===== src/rtl/sdram_arbiter_if.sv =====
// Requester, SDRAM-controller and status signals of the SDRAM arbiter.
// The arbiter uses the slave modport; the requesters and controller use master.
interface sdram_arbiter_if #(
    parameter int ADDR_WIDTH = 24,
    parameter int DATA_WIDTH = 16
);
    logic                  io_cpu_cmd_valid;
    logic                  io_cpu_cmd_ready;
    logic                  io_cpu_cmd_write;
    logic [ADDR_WIDTH-1:0] io_cpu_cmd_address;
    logic [DATA_WIDTH-1:0] io_cpu_cmd_data;
    logic                  io_cpu_rsp_valid;
    logic [DATA_WIDTH-1:0] io_cpu_rsp_data;

    logic                  io_vga_cmd_valid;
    logic                  io_vga_cmd_ready;
    logic                  io_vga_cmd_write;
    logic [ADDR_WIDTH-1:0] io_vga_cmd_address;
    logic [DATA_WIDTH-1:0] io_vga_cmd_data;
    logic                  io_vga_rsp_valid;
    logic [DATA_WIDTH-1:0] io_vga_rsp_data;

    logic                  io_mem_cmd_valid;
    logic                  io_mem_cmd_ready;
    logic                  io_mem_cmd_refresh;
    logic                  io_mem_cmd_write;
    logic [ADDR_WIDTH-1:0] io_mem_cmd_address;
    logic [DATA_WIDTH-1:0] io_mem_cmd_data;
    logic                  io_mem_rsp_valid;
    logic [DATA_WIDTH-1:0] io_mem_rsp_data;

    logic                  io_refreshOverrun;

    modport slave (
        input  io_cpu_cmd_valid, io_cpu_cmd_write, io_cpu_cmd_address, io_cpu_cmd_data,
        output io_cpu_cmd_ready, io_cpu_rsp_valid, io_cpu_rsp_data,
        input  io_vga_cmd_valid, io_vga_cmd_write, io_vga_cmd_address, io_vga_cmd_data,
        output io_vga_cmd_ready, io_vga_rsp_valid, io_vga_rsp_data,
        output io_mem_cmd_valid, io_mem_cmd_refresh, io_mem_cmd_write,
        output io_mem_cmd_address, io_mem_cmd_data,
        input  io_mem_cmd_ready, io_mem_rsp_valid, io_mem_rsp_data,
        output io_refreshOverrun
    );

    modport master (
        output io_cpu_cmd_valid, io_cpu_cmd_write, io_cpu_cmd_address, io_cpu_cmd_data,
        input  io_cpu_cmd_ready, io_cpu_rsp_valid, io_cpu_rsp_data,
        output io_vga_cmd_valid, io_vga_cmd_write, io_vga_cmd_address, io_vga_cmd_data,
        input  io_vga_cmd_ready, io_vga_rsp_valid, io_vga_rsp_data,
        input  io_mem_cmd_valid, io_mem_cmd_refresh, io_mem_cmd_write,
        input  io_mem_cmd_address, io_mem_cmd_data,
        output io_mem_cmd_ready, io_mem_rsp_valid, io_mem_rsp_data,
        input  io_refreshOverrun
    );
endinterface


===== src/rtl/sdram_arbiter.sv =====
// Two-port (cpu/vga) SDRAM command arbiter with periodic auto-refresh and in-order read routing.
// Define SDRAM_ARBITER_VGA_PRIO_EN for fixed vga-over-cpu priority instead of round-robin.
//
// state   | meaning
// IDLE    | arbitrate: pending refresh first, else grant one eligible port
// CMD     | presenting a captured port command until the controller accepts it
// REFRESH | presenting an auto-refresh command until the controller accepts it
module sdram_arbiter #(
    parameter int ADDR_WIDTH     = 24,
    parameter int DATA_WIDTH     = 16,
    parameter int REFRESH_CYCLES = 781,
    parameter int PENDING_DEPTH  = 4
) (
    input  logic           io_axiClk,
    input  logic           io_asyncReset,
    sdram_arbiter_if.slave bus
);
    localparam int PW = (PENDING_DEPTH > 1) ? $clog2(PENDING_DEPTH) : 1;
    localparam int CW = $clog2(PENDING_DEPTH + 1);
    localparam int RW = (REFRESH_CYCLES > 1) ? $clog2(REFRESH_CYCLES) : 1;
    localparam logic [CW-1:0] DEPTH_C = CW'(PENDING_DEPTH);
    localparam logic [RW-1:0] RELOAD  = RW'(REFRESH_CYCLES - 1);

    typedef enum logic [1:0] {IDLE, CMD, REFRESH} state_t;

    state_t                state, state_nxt;
    logic                  refresh_pending;
    logic                  refresh_overrun;
    logic [RW-1:0]         refresh_cnt;
    logic                  fifo_mem [PENDING_DEPTH];
    logic [PW-1:0]         wr_ptr, rd_ptr;
    logic [CW-1:0]         fifo_cnt;
    logic                  cmd_refresh, cmd_write;
    logic [ADDR_WIDTH-1:0] cmd_address;
    logic [DATA_WIDTH-1:0] cmd_data;

    logic cpu_elig, vga_elig, grant_cpu, grant_vga;
    logic in_idle, load_refresh, push, pop;

`ifndef SDRAM_ARBITER_VGA_PRIO_EN
    logic last_vga;
`endif

    // Reads are only admitted while the source FIFO has room; writes never need it.
    always_comb begin
        cpu_elig     = bus.io_cpu_cmd_valid && (bus.io_cpu_cmd_write || (fifo_cnt < DEPTH_C));
        vga_elig     = bus.io_vga_cmd_valid && (bus.io_vga_cmd_write || (fifo_cnt < DEPTH_C));
        in_idle      = (state == IDLE) && !io_asyncReset;
        load_refresh = in_idle && refresh_pending;
        grant_cpu    = 1'b0;
        grant_vga    = 1'b0;
        if (in_idle && !refresh_pending) begin
`ifdef SDRAM_ARBITER_VGA_PRIO_EN
            if (vga_elig) grant_vga = 1'b1;
            else          grant_cpu = cpu_elig;
`else
            if (cpu_elig && vga_elig) begin
                grant_cpu = last_vga;
                grant_vga = !last_vga;
            end else begin
                grant_cpu = cpu_elig;
                grant_vga = vga_elig;
            end
`endif
        end
        push = (grant_cpu && !bus.io_cpu_cmd_write) || (grant_vga && !bus.io_vga_cmd_write);
        pop  = bus.io_mem_rsp_valid && (fifo_cnt != '0);
    end

    always_ff @(posedge io_axiClk or posedge io_asyncReset) begin
        if (io_asyncReset) state <= IDLE;
        else               state <= state_nxt;
    end

    always_comb begin
        state_nxt = state;
        case (state)
            IDLE: begin
                if (refresh_pending)             state_nxt = REFRESH;
                else if (grant_cpu || grant_vga) state_nxt = CMD;
            end
            CMD, REFRESH: begin
                if (bus.io_mem_cmd_ready) state_nxt = IDLE;
            end
            default: state_nxt = IDLE;
        endcase
    end

    always_comb begin
        bus.io_cpu_cmd_ready   = grant_cpu;
        bus.io_vga_cmd_ready   = grant_vga;
        bus.io_mem_cmd_valid   = (state == CMD) || (state == REFRESH);
        bus.io_mem_cmd_refresh = cmd_refresh;
        bus.io_mem_cmd_write   = cmd_write;
        bus.io_mem_cmd_address = cmd_address;
        bus.io_mem_cmd_data    = cmd_data;
        bus.io_cpu_rsp_valid   = pop && !fifo_mem[rd_ptr];
        bus.io_vga_rsp_valid   = pop && fifo_mem[rd_ptr];
        bus.io_cpu_rsp_data    = bus.io_mem_rsp_data;
        bus.io_vga_rsp_data    = bus.io_mem_rsp_data;
        bus.io_refreshOverrun  = refresh_overrun;
    end

    always_ff @(posedge io_axiClk or posedge io_asyncReset) begin
        if (io_asyncReset) begin
            cmd_refresh <= 1'b0;
            cmd_write   <= 1'b0;
            cmd_address <= '0;
            cmd_data    <= '0;
        end else if (load_refresh) begin
            cmd_refresh <= 1'b1;
            cmd_write   <= 1'b0;
            cmd_address <= '0;
            cmd_data    <= '0;
        end else if (grant_cpu) begin
            cmd_refresh <= 1'b0;
            cmd_write   <= bus.io_cpu_cmd_write;
            cmd_address <= bus.io_cpu_cmd_address;
            cmd_data    <= bus.io_cpu_cmd_data;
        end else if (grant_vga) begin
            cmd_refresh <= 1'b0;
            cmd_write   <= bus.io_vga_cmd_write;
            cmd_address <= bus.io_vga_cmd_address;
            cmd_data    <= bus.io_vga_cmd_data;
        end
    end

`ifndef SDRAM_ARBITER_VGA_PRIO_EN
    // Reset to vga so that cpu wins the first tie.
    always_ff @(posedge io_axiClk or posedge io_asyncReset) begin
        if (io_asyncReset)  last_vga <= 1'b1;
        else if (grant_cpu) last_vga <= 1'b0;
        else if (grant_vga) last_vga <= 1'b1;
    end
`endif

    always_ff @(posedge io_axiClk) begin
        if (push) fifo_mem[wr_ptr] <= grant_vga;
    end

    always_ff @(posedge io_axiClk or posedge io_asyncReset) begin
        if (io_asyncReset) begin
            wr_ptr   <= '0;
            rd_ptr   <= '0;
            fifo_cnt <= '0;
        end else begin
            if (push) wr_ptr <= wr_ptr + PW'(1);
            if (pop)  rd_ptr <= rd_ptr + PW'(1);
            case ({push, pop})
                2'b10:   fifo_cnt <= fifo_cnt + CW'(1);
                2'b01:   fifo_cnt <= fifo_cnt - CW'(1);
                default: fifo_cnt <= fifo_cnt;
            endcase
        end
    end

    // A deadline arriving while the previous refresh is still unserved is an overrun.
    always_ff @(posedge io_axiClk or posedge io_asyncReset) begin
        if (io_asyncReset) begin
            refresh_cnt     <= RELOAD;
            refresh_pending <= 1'b0;
            refresh_overrun <= 1'b0;
        end else if (refresh_cnt == '0) begin
            refresh_cnt     <= RELOAD;
            refresh_pending <= 1'b1;
            if (refresh_pending) refresh_overrun <= 1'b1;
        end else begin
            refresh_cnt <= refresh_cnt - RW'(1);
            if (load_refresh) refresh_pending <= 1'b0;
        end
    end
endmodule


===== src/flat_wrapper.sv =====
// flat-port wrapper written by rule: the top's interface ports become plain ports
module sdram_arbiter_flat 
#(
    parameter int ADDR_WIDTH     = 24,
    parameter int DATA_WIDTH     = 16,
    parameter int REFRESH_CYCLES = 781,
    parameter int PENDING_DEPTH  = 4
)
  (io_axiClk, io_asyncReset, bus_io_cpu_cmd_valid, bus_io_cpu_cmd_write, bus_io_cpu_cmd_address, bus_io_cpu_cmd_data, bus_io_cpu_cmd_ready, bus_io_cpu_rsp_valid, bus_io_cpu_rsp_data, bus_io_vga_cmd_valid, bus_io_vga_cmd_write, bus_io_vga_cmd_address, bus_io_vga_cmd_data, bus_io_vga_cmd_ready, bus_io_vga_rsp_valid, bus_io_vga_rsp_data, bus_io_mem_cmd_valid, bus_io_mem_cmd_refresh, bus_io_mem_cmd_write, bus_io_mem_cmd_address, bus_io_mem_cmd_data, bus_io_mem_cmd_ready, bus_io_mem_rsp_valid, bus_io_mem_rsp_data, bus_io_refreshOverrun);
  sdram_arbiter_if #(.ADDR_WIDTH(ADDR_WIDTH), .DATA_WIDTH(DATA_WIDTH)) bus_i ();
  input  logic io_axiClk;
  input  logic io_asyncReset;
  input wire logic [$bits(bus_i.io_cpu_cmd_valid)-1:0] bus_io_cpu_cmd_valid;
  input wire logic [$bits(bus_i.io_cpu_cmd_write)-1:0] bus_io_cpu_cmd_write;
  input wire logic [$bits(bus_i.io_cpu_cmd_address)-1:0] bus_io_cpu_cmd_address;
  input wire logic [$bits(bus_i.io_cpu_cmd_data)-1:0] bus_io_cpu_cmd_data;
  output wire logic [$bits(bus_i.io_cpu_cmd_ready)-1:0] bus_io_cpu_cmd_ready;
  output wire logic [$bits(bus_i.io_cpu_rsp_valid)-1:0] bus_io_cpu_rsp_valid;
  output wire logic [$bits(bus_i.io_cpu_rsp_data)-1:0] bus_io_cpu_rsp_data;
  input wire logic [$bits(bus_i.io_vga_cmd_valid)-1:0] bus_io_vga_cmd_valid;
  input wire logic [$bits(bus_i.io_vga_cmd_write)-1:0] bus_io_vga_cmd_write;
  input wire logic [$bits(bus_i.io_vga_cmd_address)-1:0] bus_io_vga_cmd_address;
  input wire logic [$bits(bus_i.io_vga_cmd_data)-1:0] bus_io_vga_cmd_data;
  output wire logic [$bits(bus_i.io_vga_cmd_ready)-1:0] bus_io_vga_cmd_ready;
  output wire logic [$bits(bus_i.io_vga_rsp_valid)-1:0] bus_io_vga_rsp_valid;
  output wire logic [$bits(bus_i.io_vga_rsp_data)-1:0] bus_io_vga_rsp_data;
  output wire logic [$bits(bus_i.io_mem_cmd_valid)-1:0] bus_io_mem_cmd_valid;
  output wire logic [$bits(bus_i.io_mem_cmd_refresh)-1:0] bus_io_mem_cmd_refresh;
  output wire logic [$bits(bus_i.io_mem_cmd_write)-1:0] bus_io_mem_cmd_write;
  output wire logic [$bits(bus_i.io_mem_cmd_address)-1:0] bus_io_mem_cmd_address;
  output wire logic [$bits(bus_i.io_mem_cmd_data)-1:0] bus_io_mem_cmd_data;
  input wire logic [$bits(bus_i.io_mem_cmd_ready)-1:0] bus_io_mem_cmd_ready;
  input wire logic [$bits(bus_i.io_mem_rsp_valid)-1:0] bus_io_mem_rsp_valid;
  input wire logic [$bits(bus_i.io_mem_rsp_data)-1:0] bus_io_mem_rsp_data;
  output wire logic [$bits(bus_i.io_refreshOverrun)-1:0] bus_io_refreshOverrun;
  assign bus_i.io_cpu_cmd_valid = bus_io_cpu_cmd_valid;
  assign bus_i.io_cpu_cmd_write = bus_io_cpu_cmd_write;
  assign bus_i.io_cpu_cmd_address = bus_io_cpu_cmd_address;
  assign bus_i.io_cpu_cmd_data = bus_io_cpu_cmd_data;
  assign bus_io_cpu_cmd_ready = bus_i.io_cpu_cmd_ready;
  assign bus_io_cpu_rsp_valid = bus_i.io_cpu_rsp_valid;
  assign bus_io_cpu_rsp_data = bus_i.io_cpu_rsp_data;
  assign bus_i.io_vga_cmd_valid = bus_io_vga_cmd_valid;
  assign bus_i.io_vga_cmd_write = bus_io_vga_cmd_write;
  assign bus_i.io_vga_cmd_address = bus_io_vga_cmd_address;
  assign bus_i.io_vga_cmd_data = bus_io_vga_cmd_data;
  assign bus_io_vga_cmd_ready = bus_i.io_vga_cmd_ready;
  assign bus_io_vga_rsp_valid = bus_i.io_vga_rsp_valid;
  assign bus_io_vga_rsp_data = bus_i.io_vga_rsp_data;
  assign bus_io_mem_cmd_valid = bus_i.io_mem_cmd_valid;
  assign bus_io_mem_cmd_refresh = bus_i.io_mem_cmd_refresh;
  assign bus_io_mem_cmd_write = bus_i.io_mem_cmd_write;
  assign bus_io_mem_cmd_address = bus_i.io_mem_cmd_address;
  assign bus_io_mem_cmd_data = bus_i.io_mem_cmd_data;
  assign bus_i.io_mem_cmd_ready = bus_io_mem_cmd_ready;
  assign bus_i.io_mem_rsp_valid = bus_io_mem_rsp_valid;
  assign bus_i.io_mem_rsp_data = bus_io_mem_rsp_data;
  assign bus_io_refreshOverrun = bus_i.io_refreshOverrun;
  sdram_arbiter #(.ADDR_WIDTH(ADDR_WIDTH), .DATA_WIDTH(DATA_WIDTH), .REFRESH_CYCLES(REFRESH_CYCLES), .PENDING_DEPTH(PENDING_DEPTH)) u_core (.io_axiClk(io_axiClk), .io_asyncReset(io_asyncReset), .bus(bus_i));
endmodule

===== config.mk =====
export PLATFORM = sky130hd
export DESIGN_NAME = sdram_arbiter_flat
export DESIGN_NICKNAME = d
export VERILOG_FILES = /design/src/rtl/sdram_arbiter_if.sv /design/src/rtl/sdram_arbiter.sv /design/src/flat_wrapper.sv
export SDC_FILE = /design/constraint.sdc
export NUM_CORES = 1
export LEC_CHECK = 0
export CAP_MARGIN = 25
export CORE_MARGIN = 2
export CORE_UTILIZATION = 37
export CTS_BUF_LIST = sky130_fd_sc_hd__clkbuf_16
export CTS_CLUSTER_SIZE = 24
export DETAILED_ROUTE_END_ITERATION = 16
export PLACE_DENSITY = 0.8
export SKIP_CTS_REPAIR_TIMING = 1
export SLEW_MARGIN = 10
export SYNTH_ARGS = -nofsm -noshare
export SYNTH_HDL_FRONTEND = slang
export SYNTH_SLANG_ARGS = --single-unit

===== constraint.sdc =====
create_clock -name io_axiClk -period 2.2 [get_ports io_axiClk]
set_input_delay 0.44 -clock io_axiClk [delete_from_list [all_inputs] [get_ports io_axiClk]]
set_output_delay 0.44 -clock io_axiClk [all_outputs]
set_load 0.03 [all_outputs]

==> out/results.tsv <==
stage	metric	value	unit
die	fp.dieW	104	microns
sta	timing.hold.ws	0.463	ns
cts	cts_root_buf	clkbuf_16	
layout	nNetsFinal	563	
synthesis	synth.area.top_cells	dfrtp_1, mux2i_1, buf_4, nand2_1, dfstp_2	
sta	hold_viol_final	0	
global_routing	grt_max_degree	65	
layout	n_antenna_cell	0	
global_routing	grt-ovfl-total	0	
place	place.gp.congestion	0.756	
die	ioPinCount	184	
synthesis	yosysTopAreaCellShare	0.402	
synthesis	ys_async_sr_fraction	0.941	
route	ant_nets	0	
layout	drive_gt1_frac	0.140	
route	num_vias	2748	
power	cellPowerDensity	1290	mW/mm^2
critical_path	end_kind	output port	
synthesis	synth-edff-count	4	
cts	clkSinkCount	68	
synthesis	yosys_warnings	0	
global_routing	track_usage	0.160	
sta	fmax	0.444	GHz
global_routing	grt_pass1_wl	14100	microns
layout	area_growth	47.9	%
synthesis	ys.flop_type	dfrtp_1	
die	die_h	104	microns
synthesis	yosysSeqAreaShare	0.470	
synthesis	ys_ff_latch	68	
cts	numCtsBuffers	9	
synthesis	synth_top_cell_by_area	dfrtp_1	
critical_path	worstSetupPathType	flop to output port	
global_routing	grt_pass1_vias	2963	
die	start_util	0.378	
sta	rsz0062_at_grt	true	
global_routing	antenna_found_initial	0	
synthesis	syn_avg_cell_area	11.2	sq um
sta	slew_violations	0	
critical_path	worstPathArrival	1.81	ns
route	via_per_inst	4.67	
power	peakVddDrop	0.641	mV
synthesis	synth_fp_nets	441	
critical_path	cp-start-kind	flop	
route	drcViolationCount	0	
outcome	violations	setup timing	
route	postRouteWirelength	8370	microns
sta	tightestPinTransition	0.806	ns
die	core	0.00973	sq mm
cts	h-tree-depth	3	
sta	fin_ws	-0.0515	ns
place	io_buffers	135	
sta	setup_viol	3	
sta	finalCritPeriodShare	1.02	
cts	clk_pin_slew_worst_paths	0.05	ns
synthesis	synth_common_cells	mux2i_1, dfrtp_1, nand2_1	
sta	period_needed	2.25	ns
die	row_count	36	
synthesis	synth.most_common_cell	mux2i_1	
critical_path	worstPathRequired	1.76	ns
hold_path	hp-class	flop to flop	
place	dp.final_hpwl	6050	microns
die	die_area	0.0107	sq mm
synthesis	netlist_instances	329	
layout	fillCellCount	870	
route	dr.pass1.iters	4	
outcome	status	complete, but fails checks	
synthesis	ys_types	38	
cts	worstSkewPairLatency	0.33	ns
layout	final_core_util	0.559	
sta	relSlewSlack	0.463	
cts	ctsLongestPathBuffers	2	
critical_path	cp_max_fo	4	
run	max_cap_violations	0	
sta	clock_skew	0.00772	ns
route	drt_iter0_drc	93	
cts	cts_tree	done	
power	leakage	2.79	nW
synthesis	syn_area	0.00368	sq mm
route	wire_per_inst	14.2	microns
## critical path, stage by stage, from the launching register on
cell and delay (ns):
dfrtp_1 0.39, inv_2 0.07, ha_4 0.15, nor3b_4 0.29, o2111ai_4 0.20, buf_6 0.17
inv_4 0.06, nor2_4 0.04, buf_6 0.13
## path summary, 6_finish.rpt
kind | startpoint | to | slack [ns] | cells past startpoint
setup / recovery | u_core.state[1] | bus_io_vga_cmd_ready | -0.05 | 8
hold reg to reg | u_core.bus.io_refreshOverrun | u_core.bus.io_refreshOverrun | 0.46 | 1
min in group asynchronous | io_asyncReset | u_core.bus.io_refreshOverrun | 0.90 | 4
setup reg to reg | u_core.state[1] | u_core.fifo_cnt[2] | -0.02 | 12
max in group asynchronous | io_asyncReset | u_core.refresh_cnt[1] | 0.74 | 4
hold / removal | u_core.bus.io_refreshOverrun | u_core.bus.io_refreshOverrun | 0.46 | 1
## registers in the layout, summed over array words and instances, names as in the netlist
name and cells:
u_core.bus.io_mem_cmd_write 1, u_core.last_vga 1, u_core.fifo_mem 4, u_core.refresh_cnt 10, u_core.bus.io_refreshOverrun 1, u_core.refresh_pending 1
u_core.bus.io_mem_cmd_data 16, u_core.rd_ptr 2, u_core.wr_ptr 2, u_core.state 2, u_core.bus.io_mem_cmd_refresh 1, u_core.bus.io_mem_cmd_address 24
u_core.fifo_cnt 3
## cells in the final DEF, fill, tap and decap left out, types with 4 or more instances in the layout
| cell type | instances |
|---|---|
| a21oi_1 | 5 |
| and2_1 | 5 |
| buf_4 | 21 |
| clkbuf_16 | 9 |
| clkdlybuf4s50_1 | 130 |
| dfrtp_1 | 59 |
| dfstp_2 | 5 |
| edfxtp_1 | 4 |
| ha_1 | 5 |
| inv_1 | 9 |
| mux2i_1 | 81 |
| nand2_1 | 48 |
| nor2_1 | 8 |
| o21ai_0 | 4 |
| xnor2_1 | 6 |
| xor2_1 | 4 |
## report_power, final
| part | internal [W] | switching, W |
|---|---|---|
| Clock | 0.000987 | 0.000528 |
| Sequential | 0.00177 | 0.000305 |
| Combinational | 0.00157 | 0.00182 |
| Total | 0.00433 | 0.00266 |
## layout make-up
cell class	count	area (sq um)	area share
well taps	133	166	0.0306
repair buffers	157	1550	0.284
clock inverters	7	92.6	0.0170
inverters	13	55.1	0.0101
flip-flops and latches	68	1730	0.318
clock buffers	9	225	0.0414
multi-input cells	202	1620	0.299
## kinds of logic after synthesis
group,synth area share
xor gates and xnor gates,0.0238
and+or+nand+nor,0.107
adders and majority gates,0.0293
AOI/OAI and AO/OA,0.0354
buffers and inverters,0.105
DFF,0.470
muxes,0.230
## per-layer routing
layer,vias up,global-route usage,part of all wire
li1,1331,-,-
met1,1321,0.183,0.40
met2,82,0.284,0.52
met3,14,0.0459,0.063
met4,0,0.0608,0.013
met5,-,0,0
## per-stage QoR
step / area (sq um) / TNS (ns) / power [W] / setup slack (ns) / instances
3_3_place_gp: 5060 / -0.639 / 0.00537 / -0.242 / 568
2_1_floorplan: 3730 / -2.11 / 0.00424 / -0.0556 / 329
5_1_grt: 5440 / -0.459 / 0.00740 / -0.139 / 589
6_report: 5440 / -0.0785 / 0.00699 / -0.0515 / 589
3_5_place_dp: 5060 / -1.81 / 0.00546 / -0.373 / 568
4_1_cts: 5370 / -0.425 / 0.00701 / -0.191 / 584
(Power assumes the default switching activity.)
